`src/rtl/button_debouncer.sv`:
```
// button_debouncer: per-channel synchroniser, tick-prescaled stability filter and press/release pulses.
// Define BUTTON_DEBOUNCER_HOLD_EN to add the per-channel long-press "held" output.
module button_debouncer #(
  parameter int CHANNELS = 2,
  parameter int TICK_DIVISOR = 50000,
  parameter int STABLE_TICKS = 10,
  parameter int SYNC_STAGES = 2,
  parameter logic [CHANNELS-1:0] RESET_VALUE = {CHANNELS{1'b0}},
  parameter int HOLD_TICKS = 1000
) (
  input  logic                clock,
  input  logic                reset,
  input  logic [CHANNELS-1:0] raw_in,
  output logic [CHANNELS-1:0] level_out,
  output logic [CHANNELS-1:0] rise_pulse,
  output logic [CHANNELS-1:0] fall_pulse,
`ifdef BUTTON_DEBOUNCER_HOLD_EN
  output logic [CHANNELS-1:0] held,
`endif
  output logic                tick
);
  localparam int PW = TICK_DIVISOR > 1 ? $clog2(TICK_DIVISOR) : 1;
  localparam int CW = STABLE_TICKS > 1 ? $clog2(STABLE_TICKS + 1) : 1;
  logic [PW-1:0] pre;
  logic [CHANNELS-1:0] sync [SYNC_STAGES];
  logic [CHANNELS-1:0] s, fire, lvl_nxt;
  logic [CW-1:0] cnt [CHANNELS];
  logic [CW-1:0] cnt_nxt [CHANNELS];
  assign s = sync[SYNC_STAGES-1];
  always_ff @(posedge clock or posedge reset)
    if (reset) begin
      pre <= '0;
      tick <= 1'b0;
    end else begin
      tick <= pre == PW'(TICK_DIVISOR - 1);
      pre <= pre == PW'(TICK_DIVISOR - 1) ? '0 : pre + 1'b1;
    end
  always_ff @(posedge clock or posedge reset)
    if (reset) begin
      for (int k = 0; k < SYNC_STAGES; k++) sync[k] <= RESET_VALUE;
    end else begin
      sync[0] <= raw_in;
      for (int k = 1; k < SYNC_STAGES; k++) sync[k] <= sync[k-1];
    end
  // Agreement with the current level wipes the count, so short glitches leave no trace.
  always_comb begin
    fire = '0;
    lvl_nxt = level_out;
    for (int i = 0; i < CHANNELS; i++) begin
      cnt_nxt[i] = '0;
      fire[i] = (s[i] != level_out[i]) && tick && cnt[i] == CW'(STABLE_TICKS - 1);
      lvl_nxt[i] = fire[i] ? s[i] : level_out[i];
      cnt_nxt[i] = (s[i] == level_out[i] || fire[i]) ? '0 : tick ? cnt[i] + 1'b1 : cnt[i];
    end
  end
  always_ff @(posedge clock or posedge reset)
    if (reset) begin
      level_out <= RESET_VALUE;
      rise_pulse <= '0;
      fall_pulse <= '0;
      for (int i = 0; i < CHANNELS; i++) cnt[i] <= '0;
    end else begin
      level_out <= lvl_nxt;
      rise_pulse <= fire & s;
      fall_pulse <= fire & ~s;
      for (int i = 0; i < CHANNELS; i++) cnt[i] <= cnt_nxt[i];
    end
`ifdef BUTTON_DEBOUNCER_HOLD_EN
  localparam int HW = HOLD_TICKS > 1 ? $clog2(HOLD_TICKS + 1) : 1;
  logic [HW-1:0] hcnt [CHANNELS];
  // Clearing on the next level lets held drop in the same cycle fall_pulse fires.
  always_ff @(posedge clock or posedge reset)
    if (reset) begin
      held <= '0;
      for (int i = 0; i < CHANNELS; i++) hcnt[i] <= '0;
    end else begin
      for (int i = 0; i < CHANNELS; i++)
        if (!lvl_nxt[i]) begin
          hcnt[i] <= '0;
          held[i] <= 1'b0;
        end else if (level_out[i] && tick && hcnt[i] != HW'(HOLD_TICKS)) begin
          hcnt[i] <= hcnt[i] + 1'b1;
          held[i] <= hcnt[i] == HW'(HOLD_TICKS - 1);
        end
    end
`endif
endmodule
```
`config.mk`:
```
export PLATFORM = sky130hd
export DESIGN_NAME = button_debouncer
export DESIGN_NICKNAME = d
export VERILOG_FILES = /design/src/rtl/button_debouncer.sv
export SDC_FILE = /design/constraint.sdc
export NUM_CORES = 1
export LEC_CHECK = 0
export ABC_CLOCK_PERIOD_IN_PS = 3800
export CAP_MARGIN = 20
export CORE_AREA = 2 2 56 58
export CTS_CLUSTER_DIAMETER = 80
export DETAILED_ROUTE_END_ITERATION = 6
export DIE_AREA = 0 0 58 60
export GPL_ROUTABILITY_DRIVEN = 1
export PLACE_DENSITY_LB_ADDON = 0.2
export SLEW_MARGIN = 20
export SYNTH_ARGS = -nofsm -noshare
export SYNTH_HDL_FRONTEND = slang
export SYNTH_SLANG_ARGS = --single-unit
```
`constraint.sdc`:
```
create_clock -name clock -period 3.8 [get_ports clock]
set_input_delay 0.76 -clock clock [delete_from_list [all_inputs] [get_ports clock]]
set_output_delay 0.76 -clock clock [all_outputs]
set_load 0.02 [all_outputs]
```
==> results.cfg <==
[timing]
clock_skew_ns = 0.006579
max_freq_ghz = 0.4228
finalHoldViolCount = 0
relSlewSlack_pct = 63.14
post-route-min-period_ns = 2.365
tightest_slew_ns = 0.5488
setup_violations = 0
finalWorstSetupSlack_ns = 1.435
timing.setup.tns_ns = 0
grt_setup_unrepaired = false
post-route-period-util_pct = 62.24
slew_viol_final = 0

[clock_tree]
cts_tree = built
holdBufCountCts = 0
cts.sinks = 35
cts-buffers-inserted = 5
cts_setup_buffers = 0
clock_path_buffers = 2
cts-resized-gates = 0
clkTransAtPathRegs_ns = 0.10
clock_latency_ns = 0.33
h-tree-depth = 2
root_buffer = clkbuf_4

[critical_path]
r2r_cells = 5
worstReg2RegEnd = pre[9]
cp_slowest_stage_delay_ns = 0.68
cp_cell_sequence = clkdlybuf4s50_1
cp.arrival_ns = 1.61
critical_path.top_delay_family = buffers and inverters
rrSetupSlack_ns = 1.86
r2r-start = pre[0]
cp-end-kind = primary output
required_ns = 3.04
critPathKind = reg2out
cp_num_buf_inv = 1
path_max_fanout = 13
cp-start-kind = register
crit_slowest_cell = clkdlybuf4s50_1

[final_layout]
multiInputGateArea_um2 = 619.3
diodes = 0
drive_above_1_share_pct = 7.534
synthToLayoutAreaGrowth_pct = 13.72
seq_area_um2 = 875.8
final_cell_count_no_fill = 179
nets = 154
fillers = 260

[floorplan]
die_area_mm2 = 0.003480
core_mm2 = 0.002903
start_util_pct = 52.46
die_h_um = 60
io_pins = 11
rows = 20
fp.dieW_um = 58

[detailed_routing]
drc = 0
routed_wl_um = 2445
vias = 948
routedWlPerCell_um = 13.66
initialDrtViolationCount = 45
first_pass_iters = 4
via_per_inst = 5.296
ant_nets = 0

[synthesis]
synth.area.top_cells = dfrtp_1 (58%), xor2_1 (6.3%), xnor2_1 (5.2%)
syn_inst = 129
syn_nets = 138
yosys.area.top_type = dfrtp_1
syn_area_per_cell_um2 = 11.80
synth_top_area_share_pct = 57.52
ys_types = 26
ys_ff_latch = 35
yosys_warnings = 0
synth_area_mm2 = 0.001523
ys_seq_area_share_pct = 57.52

[power]
power_density_mw_per_mm2 = 355.9
switchingPower_mw = 0.1288
switching_share_pct = 20.90
p_comb_share_pct = 2.1
ir_worst_vdd_mv = 0.2870
clock_power_share_pct = 36.9
p_int_mw = 0.4875
finalPower_mw = 0.6163
cellLeakagePower_nw = 0.8170
pwr-share-seq_pct = 61.0

[global_routing]
antenna_found_initial = 0
grt_pass1_wl_um = 4367
grt_pass1_vias = 956
grt.total_usage_pct = 17.19
grt_max_degree = 36
overflow = 0

[place]
portBuffers = 10
place_inst = 171
post-place-ws_ns = 1.789
routabilityCongestion = 0.7869
dp_hpwl_um = 1681

[worst_hold_path]
min_path_type = reg2reg
min_from = sync[3]
holdPathStages = 0
hold-path-endpoint = s[1]

[status]
status = completed

[run]
cap_violations = 0
[sequential cells by signal (all words and copies together), names as in the netlist]
name,count
sync,2
level_out,2
tick,1
rise_pulse,2
pre,16
s,2
cnt,8
fall_pulse,2
[cell usage after synthesis, drive strengths merged]
cell type	instances
nand4	5
nor3	1
or4b	1
xnor2	9
xor2	11
dfrtp	35
and3	1
nand3	7
nor2	18
nor2b	1
nand2	8
or4bb	1
clkbuf	1
nand4bb	1
a211oi	2
mux2	2
nand4b	2
ha	5
nand2b	2
nor3b	4
buf	1
nor4	4
inv	5
mux2i	2
[cell families (layout without fill, tap and decap cells)]
group | count (synthesis) | count (layout) | share of synthesized area (%)
flops | 35 | 35 | 57.52
compound gates | 2 | 2 | 0.9857
fa+ha+maj | 5 | 5 | 4.108
mux | 4 | 4 | 2.794
buf+inv | 7 | 24 | 1.807
simple gates | 56 | 56 | 21.28
xor+xnor | 20 | 20 | 11.50
[routing by layer]
metal	wire length, um	GRT usage (%)
met5	0	0
met4	46	7.641
met3	122	6.494
met2	1156	25.32
met1	1120	22.70
[how the worst max path moves through the flow]
stage	start	end	slack (ns)	cells after the start
global route	tick	tick	1.33	1
finish	tick	tick	1.43	1
CTS	tick	tick	1.40	1
floorplan	pre[0]	pre[9]	2.06	5
detailed placement	tick	tick	1.79	1
global placement	tick	tick	1.81	1
[per-stage QoR]
stage | utilization (%) | instance area [um^2] | hold WS [ns]
5_1_grt | 59.66 | 1732 | 0.3822
4_1_cts | 59.66 | 1732 | 0.3672
3_3_place_gp | 57.28 | 1663 | 0.3357
6_report | 59.66 | 1732 | 0.3633
3_5_place_dp | 57.28 | 1663 | 0.3419
2_1_floorplan | - | 1523 | 0.3312
[power by group through the flow]
stage          logic (mW)  clock network (mW)  registers [mW]
4_1_cts            0.0139               0.235           0.376
6_report           0.0131               0.228           0.376
3_3_place_gp       0.0135                   0           0.383
2_1_floorplan     0.00749                   0           0.383
5_1_grt            0.0152               0.250           0.376
3_5_place_dp       0.0139                   0           0.383
[area by class of cell]
class / count / area share, %
multi-input combinational: 87 / 35.77
tap: 33 / 2.384
sequential: 35 / 50.58
timing repair buffer: 11 / 6.214
inverter: 5 / 1.084
clock buffer: 8 / 3.974
[layout by cell type (no fill, tap or decap), types with 4 or more instances in the layout]
master,n
clkbuf_4,5
clkdlybuf4s50_1,10
dfrtp_1,35
ha_1,5
inv_1,5
nand2_1,8
nand3_1,7
nand4_1,5
nor2_1,18
nor3b_1,4
xnor2_1,9
xor2_1,11
Power figures use the tool's default switching activity.
